==> src/rtl/nap_pkg.sv <==
// nap_pkg: shared state encoding and widths for the nap scheduler
// Exports: state_t (IDLE/NAP/RING/SNOOZE), REMAIN_W, SNZ_W
package nap_pkg;
    typedef enum logic [1:0] {
        IDLE   = 2'd0,
        NAP    = 2'd1,
        RING   = 2'd2,
        SNOOZE = 2'd3
    } state_t;
    localparam int REMAIN_W = 12;
    localparam int SNZ_W    = 2;
endpackage

==> src/rtl/nap_scheduler_if.sv <==
// nap_scheduler_if: user-request inputs and sequencer/status outputs of the nap scheduler
// master: drives set_time/nap_sec/go/cancel/snooze/dismiss, observes the status outputs
// slave:  the scheduler side
interface nap_scheduler_if;
    logic                         set_time;
    logic [nap_pkg::REMAIN_W-1:0] nap_sec;
    logic                         go;
    logic                         cancel;
    logic                         snooze;
    logic                         dismiss;
    logic                         alarm_start;
    logic                         alarm_stop;
    logic                         ringing;
    logic [nap_pkg::REMAIN_W-1:0] remain;
    logic [nap_pkg::SNZ_W-1:0]    snooze_cnt;
    logic                         done;
    modport master (
        output set_time, nap_sec, go, cancel, snooze, dismiss,
        input  alarm_start, alarm_stop, ringing, remain, snooze_cnt, done
    );
    modport slave (
        input  set_time, nap_sec, go, cancel, snooze, dismiss,
        output alarm_start, alarm_stop, ringing, remain, snooze_cnt, done
    );
endinterface

==> src/rtl/nap_scheduler_tick_gen.sv <==
// tick_gen: one-cycle tick every TICK_DIV clocks, restartable by clr
// Ports: clock, reset (async, active-high), clr (restart count), tick (out)
module tick_gen #(
    parameter int TICK_DIV = 50_000_000
) (
    input  logic clock,
    input  logic reset,
    input  logic clr,
    output logic tick
);
    localparam int W = $clog2(TICK_DIV);
    logic [W-1:0] cnt_q, cnt_d;
    assign tick = cnt_q == W'(TICK_DIV - 1);
    always_comb cnt_d = (clr || tick) ? '0 : cnt_q + 1'b1;
    always_ff @(posedge clock or posedge reset)
        if (reset) cnt_q <= '0;
        else       cnt_q <= cnt_d;
endmodule

==> src/rtl/nap_scheduler.sv <==
// nap_scheduler: nap countdown, ring, snooze and time-out control for the alarm sequencer
// Ports: clock, reset (async, active-high), bus (nap_scheduler_if.slave)
module nap_scheduler
    import nap_pkg::*;
#(
    parameter int TICK_DIV     = 50_000_000,
    parameter int SNOOZE_SEC   = 300,
    parameter int RING_MAX_SEC = 60,
    parameter int MAX_SNOOZE   = 3
) (
    input logic           clock,
    input logic           reset,
    nap_scheduler_if.slave bus
);
    localparam int RING_W = $clog2(RING_MAX_SEC + 1);
    state_t                state_q, state_d;
    logic [REMAIN_W-1:0]   remain_q, remain_d, load_q, load_d;
    logic [SNZ_W-1:0]      snooze_cnt_q, snooze_cnt_d;
    logic [RING_W-1:0]     ring_q, ring_d;
    logic                  alarm_start_q, alarm_start_d, alarm_stop_q, alarm_stop_d;
    logic                  ringing_q, ringing_d, done_q, done_d;
    logic                  clr, tick, can_snz, timeout;

    tick_gen #(.TICK_DIV(TICK_DIV)) u_tick (.clock(clock), .reset(reset), .clr(clr), .tick(tick));

    assign can_snz = snooze_cnt_q < SNZ_W'(MAX_SNOOZE);
    assign timeout = tick && ring_q == RING_W'(RING_MAX_SEC - 1);

    always_comb begin
        state_d      = state_q;
        remain_d     = remain_q;
        load_d       = load_q;
        snooze_cnt_d = snooze_cnt_q;
        ring_d       = ring_q;
        clr          = 1'b0;
        case (state_q)
            IDLE: begin
                if (bus.set_time) begin
                    remain_d = bus.nap_sec;
                    load_d   = bus.nap_sec;
                end
                if (bus.go && remain_q != '0) begin
                    state_d      = NAP;
                    clr          = 1'b1;
                    snooze_cnt_d = '0;
                end
            end
            NAP, SNOOZE: begin
                if (bus.cancel) state_d = IDLE;
                else if (tick) begin
                    remain_d = remain_q == '0 ? '0 : remain_q - 1'b1;
                    state_d  = remain_q == REMAIN_W'(1) ? RING : state_q;
                end
            end
            RING: begin
                // a refused snooze falls through so the tick/time-out still counts
                if (bus.cancel || bus.dismiss) state_d = IDLE;
                else if ((bus.snooze || timeout) && can_snz) begin
                    state_d      = SNOOZE;
                    remain_d     = REMAIN_W'(SNOOZE_SEC);
                    snooze_cnt_d = snooze_cnt_q + 1'b1;
                    clr          = 1'b1;
                end
                else if (timeout) state_d = IDLE;
                else if (tick) ring_d = ring_q + 1'b1;
            end
        endcase
        if (state_d == IDLE && state_q != IDLE) begin
            remain_d     = load_q;
            snooze_cnt_d = '0;
            ring_d       = '0;
        end
        if (state_d == RING && state_q != RING) begin
            ring_d = '0;
            clr    = 1'b1;
        end
        alarm_start_d = state_d == RING && state_q != RING;
        alarm_stop_d  = state_d != RING;
        ringing_d     = state_d == RING;
        done_d        = state_q == RING && state_d == IDLE;
    end

    always_ff @(posedge clock or posedge reset)
        if (reset) begin
            state_q       <= IDLE;
            remain_q      <= '0;
            load_q        <= '0;
            snooze_cnt_q  <= '0;
            ring_q        <= '0;
            alarm_start_q <= 1'b0;
            alarm_stop_q  <= 1'b1;
            ringing_q     <= 1'b0;
            done_q        <= 1'b0;
        end else begin
            state_q       <= state_d;
            remain_q      <= remain_d;
            load_q        <= load_d;
            snooze_cnt_q  <= snooze_cnt_d;
            ring_q        <= ring_d;
            alarm_start_q <= alarm_start_d;
            alarm_stop_q  <= alarm_stop_d;
            ringing_q     <= ringing_d;
            done_q        <= done_d;
        end

    assign bus.alarm_start = alarm_start_q;
    assign bus.alarm_stop  = alarm_stop_q;
    assign bus.ringing     = ringing_q;
    assign bus.remain      = remain_q;
    assign bus.snooze_cnt  = snooze_cnt_q;
    assign bus.done        = done_q;
endmodule

==> src/flat_wrapper.sv <==
// flat-port wrapper written by rule: the top's interface ports become plain ports
module nap_scheduler_flat import nap_pkg::*;
#(
    parameter int TICK_DIV     = 50_000_000,
    parameter int SNOOZE_SEC   = 300,
    parameter int RING_MAX_SEC = 60,
    parameter int MAX_SNOOZE   = 3
)
  (clock, reset, bus_set_time, bus_nap_sec, bus_go, bus_cancel, bus_snooze, bus_dismiss, bus_alarm_start, bus_alarm_stop, bus_ringing, bus_remain, bus_snooze_cnt, bus_done);
  nap_scheduler_if bus_i ();
  input logic clock;
  input logic reset;
  input wire logic [$bits(bus_i.set_time)-1:0] bus_set_time;
  input wire logic [$bits(bus_i.nap_sec)-1:0] bus_nap_sec;
  input wire logic [$bits(bus_i.go)-1:0] bus_go;
  input wire logic [$bits(bus_i.cancel)-1:0] bus_cancel;
  input wire logic [$bits(bus_i.snooze)-1:0] bus_snooze;
  input wire logic [$bits(bus_i.dismiss)-1:0] bus_dismiss;
  output wire logic [$bits(bus_i.alarm_start)-1:0] bus_alarm_start;
  output wire logic [$bits(bus_i.alarm_stop)-1:0] bus_alarm_stop;
  output wire logic [$bits(bus_i.ringing)-1:0] bus_ringing;
  output wire logic [$bits(bus_i.remain)-1:0] bus_remain;
  output wire logic [$bits(bus_i.snooze_cnt)-1:0] bus_snooze_cnt;
  output wire logic [$bits(bus_i.done)-1:0] bus_done;
  assign bus_i.set_time = bus_set_time;
  assign bus_i.nap_sec = bus_nap_sec;
  assign bus_i.go = bus_go;
  assign bus_i.cancel = bus_cancel;
  assign bus_i.snooze = bus_snooze;
  assign bus_i.dismiss = bus_dismiss;
  assign bus_alarm_start = bus_i.alarm_start;
  assign bus_alarm_stop = bus_i.alarm_stop;
  assign bus_ringing = bus_i.ringing;
  assign bus_remain = bus_i.remain;
  assign bus_snooze_cnt = bus_i.snooze_cnt;
  assign bus_done = bus_i.done;
  nap_scheduler #(.TICK_DIV(TICK_DIV), .SNOOZE_SEC(SNOOZE_SEC), .RING_MAX_SEC(RING_MAX_SEC), .MAX_SNOOZE(MAX_SNOOZE)) u_core (.clock(clock), .reset(reset), .bus(bus_i));
endmodule
==> config.mk <==
export PLATFORM = sky130hd
export DESIGN_NAME = nap_scheduler_flat
export DESIGN_NICKNAME = d
export VERILOG_FILES = /design/src/rtl/nap_pkg.sv /design/src/rtl/nap_scheduler_if.sv /design/src/rtl/nap_scheduler_tick_gen.sv /design/src/rtl/nap_scheduler.sv /design/src/flat_wrapper.sv
export SDC_FILE = /design/constraint.sdc
export NUM_CORES = 1
export LEC_CHECK = 0
export CAP_MARGIN = 5
export CORE_MARGIN = 2
export CORE_UTILIZATION = 30
export CTS_CLUSTER_DIAMETER = 50
export DETAILED_ROUTE_END_ITERATION = 8
export GPL_ROUTABILITY_DRIVEN = 0
export PLACE_DENSITY = 0.57
export SYNTH_ARGS = -nofsm -noshare
export SYNTH_HDL_FRONTEND = slang
export SYNTH_HIERARCHICAL = 1
export SYNTH_SLANG_ARGS = --single-unit
==> constraint.sdc <==
create_clock -name clock -period 3.8 [get_ports clock]
set_input_delay 0.38 -clock clock [delete_from_list [all_inputs] [get_ports clock]]
set_output_delay 0.38 -clock clock [all_outputs]
set_load 0.02 [all_outputs]
==> flow_summary.toml <==
[timing]
holdWs_ns = 0.506
finalMaxSlewViolations = 0
maxSlewHeadroom_pct = 32.6
period_share_pct = 76.9
rsz0062_at_grt = "no"
setup_viol = 0
tns_ns = 0
finClkSkew_ns = 0.00534
hold_viol_final = 0
period_minus_slack_ns = 2.92
worst_pin_slew_ns = 1.01
max_freq_mhz = 342

[cts]
clk_path_buf_depth = 2
cts_tree = "yes"
root_buffer = "clkbuf_16"
numCtsBuffers = 9
ctsResizeCount = 0
cts_setup_buffers = 0
insertion_delay_ns = 0.33
clk_pin_slew_ns = 0.06
clkSinkCount = 64
htreeDepth = 3
hold_buffers = 0

[die]
rows = 39
dieArea_mm2 = 0.0125
die_h_um = 112
ios = 37
die_w_um = 112
core_mm2 = 0.0114
start_util_pct = 30.6

[worst_setup_path]
critPathKind = "flip-flop to flip-flop"
worstPathArrival_ns = 3.18
r2r_slack_ns = 0.88
r2r_cells = 11
worst_setup_path_start_kind = "flip-flop"
endpoint_kind = "flip-flop"
cp-endpoint = "u_core/u_tick/cnt_q[22]"
cp_max_fo = 25
r2r-end = "u_core/u_tick/cnt_q[22]"
setup.worst_path.start = "u_core/bus.remain[0]"
worstPathRequired_ns = 4.05
r2r_start = "u_core/bus.remain[0]"

[route]
vias_per_cell = 5.26
drcViolationCount = 0
ant_nets = 0
drt-total-wl_mm = 8.27
vias = 2850
wl_per_cell_um = 15.3
drt_pass1_iterations = 5
drt_iter0_drc = 136

[logic_synthesis]
yosys_register_bits = 64
yosys_warnings = 6
yosys.cell_types.count = 59
yosys.cell_count.top_type = "dfrtp_1"
seq_area_frac_synth_pct = 46.0
synth_area_mm2 = 0.00348
syn_area_per_cell_um2 = 9.78
synth-main-ff-cell = "dfrtp_1"
synth_common_cells = "dfrtp_1 (63), nor2_1 (34), nand2_1 (33)"
async_flop_share_pct = 100
synth_area_leaders = "dfrtp_1 (45%), mux2_2 (3.9%), nor2_1 (3.7%)"
synthCells = 356
synthesis.nets = 381
yosysTopAreaCellShare_pct = 45.3
synth_edf_count = 0
yosysTopAreaCell = "dfrtp_1"

[global_routing]
grt_pass1_vias = 2798
use_met1_pct = 20.1
grtUsageMet2_pct = 21.8
grt_util_met3_pct = 3.76
grt_pass1_wl_mm = 14.4
grt_busiest_layer = "met2"
grtUsageTotal_pct = 14.2
grt_max_degree = 39
grt-ovfl-total = 0
grt_antenna_before_repair = 0

[placement]
dp_hpwl_mm = 5.73
io_buffers = 36

[flow_run]
cap_violations = 0

[run_status]
outcome = "completed"

[finish]
fin_nets = 419
layout-drive-gt1-share_pct = 11.8
n_antenna_cell = 0
synthToLayoutAreaGrowth_pct = 23.8

[hold_path]
hold_depth = 1
hold_class = "flip-flop to flip-flop"

[power]
leakagePower_uw = 0.00174
irDropWorstVdd_mv = 0.331
p_per_area_mw_per_mm2 = 655
==> cells by family after synthesis <==
kind of cell,synth area share (%)
AOI/OAI and AO/OA,16.9
xor gates and xnor gates,4.78
adders and majority gates,2.16
buffers and inverters,3.59
DFF,46.0
muxes,4.17
and+or+nand+nor,22.4
==> power breakdown <==
group	internal [µW]	switching [µW]	leakage, µW
Clock	528	318	0.000145
Combinational	424	512	0.000768
Sequential	840	202	0.000830
Total	1790	1030	0.00174
==> how the worst min path moves through the flow <==
stage / startpoint / end / slack [ns]
floorplan: reset / u_core/u_tick/cnt_q[0] / 0.42
global placement: u_core/load_q[3] / u_core/load_q[3] / 0.49
detailed placement: u_core/load_q[3] / u_core/load_q[3] / 0.50
CTS: u_core/load_q[3] / u_core/load_q[3] / 0.51
global route: u_core/load_q[1] / u_core/load_q[1] / 0.53
finish: u_core/load_q[3] / u_core/load_q[3] / 0.51
==> critical path: stages (launching register included) <==
cell and delay [ns]:
dfrtp_1 0.44, inv_1 0.11, ha_1 0.24, or4b_1 0.60
o31a_1 0.39, o211ai_2 0.24, or2_4 0.18, nand3_1 0.09
inv_1 0.10, o41ai_4 0.07, buf_4 0.22, a21oi_1 0.15
==> layer usage <==
metal  wire length (µm)  share of wire, %  up-vias
met4                 67              0.81        0
met2               3750                45       70
met3                380               4.6        6
met1               4070                49     1383
li1                   -                 -     1391
met5                  0                 0        -
==> layout by cell type (no fill, tap or decap), drive strengths merged, types with 3 or more instances in the layout <==
cell type	netlist	routed
a222oi	4	4
and2	3	3
mux2	12	12
xor2	9	9
nand4	10	10
and3	4	4
o31a	3	3
nor4	3	3
a21oi	14	14
nand2	33	33
nor2	34	34
ha	6	6
o311ai	3	3
clkdlybuf4s50	0	36
or3	9	9
nor3	9	9
xnor2	10	10
o31ai	9	9
or4	10	10
or2	3	3
inv	16	17
nand3	17	17
dfrtp	63	63
clkbuf	4	10
a221oi	3	3
o21ai	22	22
buf	10	5
==> state kept, by name (all words and copies together) (netlist names) <==
| name | cells |
|---|---|
| u_core/bus.alarm_start | 1 |
| u_core/bus.alarm_stop | 1 |
| u_core/bus.done | 1 |
| u_core/bus.remain | 12 |
| u_core/bus.ringing | 1 |
| u_core/bus.snooze_cnt | 2 |
| u_core/load_q | 12 |
| u_core/ring_q | 6 |
| u_core/state_q | 2 |
| u_core/u_tick/cnt_q | 26 |
==> through the flow <==
stage | power (µW) | cells | utilization [%] | setup WS, ns | instance area [µm²]
CTS | 2850 | 542 | 37.9 | 0.858 | 4310
global placement | 1980 | 526 | 35.2 | 0.914 | 4010
floorplan | 1640 | 356 | - | 1.03 | 3480
detailed placement | 1990 | 526 | 35.2 | 0.882 | 4010
finish | 2820 | 542 | 37.9 | 0.876 | 4310
global route | 3010 | 542 | 37.9 | 0.498 | 4310
==> area by class of cell <==
cell class | instances | area, µm²
clock buffers | 10 | 239
clock inverters | 6 | 67.6
fillers | 1111 | 7060
inverters | 16 | 60.1
multi-input cells | 262 | 1770
flip-flops and latches | 64 | 1600
well taps | 143 | 179
repair buffers | 41 | 398
No activity file was read; power rests on OpenSTA's default activity.
==> patch 1: new RTL, same flow settings <==
The 4 states of `state_t` get a one-hot encoding in 4 bits.
--- a/src/rtl/nap_pkg.sv
+++ b/src/rtl/nap_pkg.sv
@@ -3,7 +3,7 @@
 package nap_pkg;
-    typedef enum logic [1:0] {
-        IDLE   = 2'd0,
-        NAP    = 2'd1,
-        RING   = 2'd2,
-        SNOOZE = 2'd3
+    typedef enum logic [3:0] {
+        IDLE   = 4'b0001,
+        NAP    = 4'b0010,
+        RING   = 4'b0100,
+        SNOOZE = 4'b1000
     } state_t;
Behaviour: no difference found for any inputs over 10 cycles, from zero or initial values and one cycle with reset high; not proved beyond that.
==> patch 1 against the original RTL <==
Count of clock-buffer cells in the layout rose by 4; area after synthesis rose by 5.7%; worst setup slack worse by 320 ps; highest routed layer unchanged; core utilization shrank 0.77 points; cell area increased by 3.5%; sequential power rose by 5%; power grew 1.1%; global-route usage hardly changed; critical path type unchanged; non-clock buffer count is 1 lower; sequential cell count up 2; die area up 5.5%; wire length is 5.5% higher.
==> patch 1: results (changes against the original RTL) <==
| Metric | Value |
|---|---|
| Min-delay src | u_core/load_q[2] |
| Worst R2R Start | u_core/u_tick/cnt_q[7] |
| Hold Buf Count CTS | 0 (unchanged) |
| Cell family with most CP delay | simple AND/OR/NAND/NOR gates |
| CP max FO | 16 (-36%) |
| Nets | 451 (+7.6%) |
| CP max stage delay | 560 ps (-40 ps) |
| Synth unique cells | 57 (-3.4%) |
| Clock transition at path regs | roughly 50 ps |
| Initial antenna violation count | 0 (unchanged) |
| TritonRoute pass-1 iters | 4 (-1) |
| Hpwl dp | 6.032 mm (+5.3%) |
| Gr usage total | 14.25% (about the same) |
| Met3 global-route usage | 2.952% (-0.80 points) |
| Slowest stage cell on the critical path | a221o_2 |
| Net Switching | 1020 uW (-1.1%) |
| Vias in the first global route | 2960 (+5.8%) |
| Wire per inst | 15.13 um (-0.88%) |
| Grt met2 use | 21.66% (-0.12 points) |
| Relative slew slack | 31.54% (-1.0 points) |
| Post-synthesis sequential area ratio | 44.94% (-1.1 points) |
| Grt met1 use | 19.80% (-0.33 points) |
| CTS resizes | 0 (unchanged) |
| Synth top area cells | dfrtp_1 44%, nand2_1 6.6%, xnor2_1 4.3%, nor2_1 3.4%, o221a_1 3.4% |
| Layout cells sized above 1 | 9.070% (-2.7 points) |
| CP Data Arrival Time | 3510 ps (+330 ps) |
| DRT iter0 DRCs | 108 (-21%) |
| Clk_skew | 6.314 ps (+0.9725 ps) |
| Pin count of the biggest net entering global routing | 41 (+5.1%) |
| Async set-reset flop share out of synthesis | 100.0% (unchanged) |
| Post-synth top cells | 65 x nand2_1, 64 x dfrtp_1, 33 x nor2_1 |
| Setup TNS | 0 ps (unchanged) |
| Met2 wire length | 4.044 mm (+7.8%) |
| Worst vdd ir | 0.3364 mV (+1.6%) |
| Run status | finished, final reports clean |
| Leak | 0.001933 uW (+11%) |
| # diodes | 0 (unchanged) |
| Synth Net Count | 416 (+9.2%) |
| CTS buffer count | 9 (unchanged) |
| WL met3 | 370 um (-2.6%) |
| Vias/cell | 5.208 (-0.96%) |
| Worst min path class | reg2reg |
| Maximum root-to-sink buffer count | 2 (unchanged) |
| Met1 Wirelength | 4.220 mm (+3.6%) |
| Cell Area, Placed | 0.004165 mm2 (+4.0%) |
| First-pass GRT wire length | 14.72 mm (+2.1%) |
| Site Rows | 40 (+2.6%) |
## patch 1: changes by cell type after synthesis, sizes merged, moves of 4 or more
cell	change
nand2	+33
mux2	-11
o221a	+11
o211ai	+8
o21ai	-8
xnor2	+8
a21oi	+5
a222oi	-4
## patch 1: worst paths after layout
check,slack (ps),endpoint,depth (start not counted)
hold / removal,480,u_core/load_q[2],2
max in group asynchronous,2540,u_core/u_tick/cnt_q[9],2
setup reg to reg,560,u_core/bus.remain[3],10
setup / recovery,560,u_core/bus.remain[3],10
min in group asynchronous,530,u_core/load_q[11],3
hold reg to reg,480,u_core/load_q[2],2
## patch 1: power by group through the flow
stage	logic [uW]	clock network, uW	registers (uW)
2_1_floorplan	601	0	1110
3_3_place_gp	914	0	1100
3_5_place_dp	928	0	1100
4_1_cts	933	858	1100
5_1_grt	1020	887	1130
6_report	922	838	1090
## patch 1: area by class of cell
cell class / count / area (um2)
clock buffer: 14 / 264.0
timing repair buffer: 40 / 390.4
inverter: 16 / 60.06
clock inverter: 2 / 35.03
multi-input combinational: 292 / 1877
fill: 1245 / 7547
tap: 147 / 183.9
sequential: 66 / 1654
## patch 1: kinds of logic (layout without fill, tap and decap cells)
group,after synthesis,in the layout,synth area share (%)
muxes,2,2,0.5778
and+or+nand+nor,180,180,25.80
xor gates and xnor gates,28,28,6.866
buffers and inverters,32,72,4.385
adders and majority gates,7,7,2.379
AOI/OAI and AO/OA,75,75,15.06
DFF,66,66,44.94
## patch 1: stage by stage
step	worst slack [ps]	std cells	hold slack (ps)	power [uW]
after floorplan	929.2	390	420.0	1712
after global routing	275.4	577	504.5	3037
final	556.1	577	480.3	2854
after detailed placement	578.4	561	467.4	2031
after global placement	691.3	561	470.6	2018
after CTS	560.9	577	481.6	2887
==> patch 2: new RTL, config.mk and constraints unchanged <==
Made on the original files. Change the package constant `REMAIN_W` from 12 to 16.
--- a/src/rtl/nap_pkg.sv
+++ b/src/rtl/nap_pkg.sv
@@ -9,3 +9,3 @@
     } state_t;
-    localparam int REMAIN_W = 12;
+    localparam int REMAIN_W = 16;
     localparam int SNZ_W    = 2;
Interface: changed (resized bus_nap_sec and bus_remain); port bits go from 37 to 45. The function was not compared with the original's and may differ.
==> patch 2 against the original RTL <==
Power up 13%; sequential share of layout area up 0.30 points; sequential cell count up 8; worst setup slack worse by 160 ps; wire length up 22%; count of clock-buffer cells in the layout down 1; area after synthesis up 12%; critical endpoint is now u_core/u_tick/cnt_q[9]; largest cell class unchanged; cell area up 12%.
==> patch 2: results (changes against the original RTL) <==
| Metric | Value |
|---|---|
| Run status | finished, final reports clean |
| CP Data Arrival Time | 3310 ps (+130 ps) |
| Async set-reset flop share out of synthesis | 100.0% (unchanged) |
| Vias in the first global route | 3177 (+14%) |
| CTS resizes | 0 (unchanged) |
| CTS buffer count | 9 (unchanged) |
| Post-CTS Repair Setup Buffers | 0 (unchanged) |
| Placed Cells | 603 (+15%) |
| CP max FO | 16 (-36%) |
| Ys flop type | dfrtp_1 |
| Initial antenna violation count | 0 (unchanged) |
| Hold depth | 1 (unchanged) |
| Post-Syn Area per Cell | 9.777 um2 (about the same) |
| Worst reg2reg endpoint | u_core/u_tick/cnt_q[9] |
| Hold Path End | u_core/load_q[11] |
| Buffers on Ports | 44 (+22%) |
| Vias/cell | 5.344 (+1.6%) |
| CP max stage delay | 490 ps (-110 ps) |
| Post-synth top cells | 71 x dfrtp_1, 42 x nor2_1, 27 x a21oi_1, 27 x o21ai_0, 25 x nand2_1 |
| Post-synthesis sequential area ratio | 46.33% (+0.32 points) |
| Relative slew slack | 30.62% (-1.9 points) |
| Final cell count without fillers | 619 (+14%) |
| Worst-skew pair later-pin latency | about 340 ps |
| Worst vdd ir | 0.2245 mV (-32%) |
| Synth top area cells | dfrtp_1 46%, mux2_2 4.6%, nor2_1 4.1%, a21oi_1 3.5%, o21ai_0 3.5% |
| Fillers | 1271 (+14%) |
| # H-tree levels | 3 (unchanged) |
| TritonRoute pass-1 iters | 5 (unchanged) |
| Min-delay src | u_core/load_q[11] |
| Nets | 471 (+12%) |
| Gr usage total | 15.03% (+0.78 points) |
| Syn. warnings | 6 (unchanged) |
| Slowest stage cell on the critical path | nor4_1 |
| Layout cells sized above 1 | 11.41% (-0.37 points) |
| Biggest register | u_core/u_tick/cnt_q |
| First-pass GRT wire length | 16.64 mm (+15%) |
| DRT iter0 DRCs | 280 (+110%) |
| Maximum root-to-sink buffer count | 2 (unchanged) |
| # diodes | 0 (unchanged) |
| Hpwl dp | 7.077 mm (+24%) |
| Wire per inst | 16.32 um (+6.9%) |
| Worst R2R Start | u_core/u_tick/cnt_q[7] |
| Leak | 0.001950 uW (+12%) |
| Clock transition at path regs | 60 ps (about the same) |
| Synth Net Count | 427 (+12%) |
| Max reg flops | 26 (unchanged) |
| Clk_skew | 7.126 ps (+1.784 ps) |
| R2r setup slk | 710 ps (-160 ps) |
| Pin count of the biggest net entering global routing | 47 (+21%) |
| Synth unique cells | 65 (+10%) |
| Worst min path class | reg2reg |
| R2r worst-path depth | 12 (+1) |
| DP Worst Slack | 720.9 ps (-161.5 ps) |
-- patch 2: changes by cell type in the layout (fill, tap and decap cells not counted), sizes merged, moves of 4 or more --
cell / delta
a21oi: +13
clkdlybuf4s50: +8
dfrtp: +8
mux2: +4
nand2: -8
nor2: +9
nor3: +4
o21ai: +6
o2bb2ai: +4
-- patch 2: cell families (layout without fill, tap and decap cells) --
| logic type | Yosys count | after routing | synth area share (%) |
|---|---|---|---|
| DFF | 72 | 72 | 46.33 |
| and+or+nand+nor | 152 | 152 | 21.70 |
| adders and majority gates | 6 | 6 | 1.929 |
| buffers and inverters | 30 | 79 | 3.183 |
| xor gates and xnor gates | 21 | 21 | 4.727 |
| AOI/OAI and AO/OA | 99 | 99 | 16.98 |
| muxes | 18 | 18 | 5.145 |
-- patch 2: per-stage QoR --
| stage | hold slack, ps | total power, uW | instance area [um2] |
|---|---|---|---|
| final | 508.4 | 3180 | 4812 |
| after global routing | 514.9 | 3367 | 4812 |
| after CTS | 509.4 | 3198 | 4812 |
| after detailed placement | 497.0 | 2361 | 4524 |
| after global placement | 490.1 | 2347 | 4524 |
| after floorplan | 420.0 | 1927 | 3891 |
-- patch 2: metal layers --
metal	share of wire [%]	GRT usage [%]	up-vias
met5	0	0	-
met4	1.7	7.078	0
met3	5.0	3.052	13
met2	45	21.48	86
met1	49	21.61	1632
li1	-	-	1577
-- patch 2: worst max-delay path by stage --
stage | startpoint | to | slack (ps) | depth (start not counted)
finish | u_core/u_tick/cnt_q[7] | u_core/u_tick/cnt_q[9] | 710 | 12
CTS | u_core/u_tick/cnt_q[7] | u_core/u_tick/cnt_q[9] | 710 | 12
global route | u_core/u_tick/cnt_q[16] | u_core/u_tick/cnt_q[14] | 440 | 12
detailed placement | u_core/u_tick/cnt_q[16] | u_core/u_tick/cnt_q[9] | 720 | 12
floorplan | u_core/u_tick/cnt_q[7] | u_core/u_tick/cnt_q[2] | 1000 | 11
global placement | u_core/u_tick/cnt_q[16] | u_core/u_tick/cnt_q[4] | 800 | 12
-- patch 2: power breakdown --
group / internal, uW / leakage (uW) / total (uW) / switching, uW
logic: 521 / 0.000878 / 1150 / 625
clock network: 502 / 0.000145 / 825 / 323
registers: 967 / 0.000928 / 1210 / 242
-- patch 2: layout make-up --
class	count	area (um2)	area share (%)
inverters	14	52.55	1.092
repair buffers	49	478.0	9.932
clock buffers	9	225.2	4.680
flip-flops and latches	72	1803	37.47
well taps	172	215.2	4.472
multi-input cells	296	1976	41.06
clock inverters	7	62.56	1.300
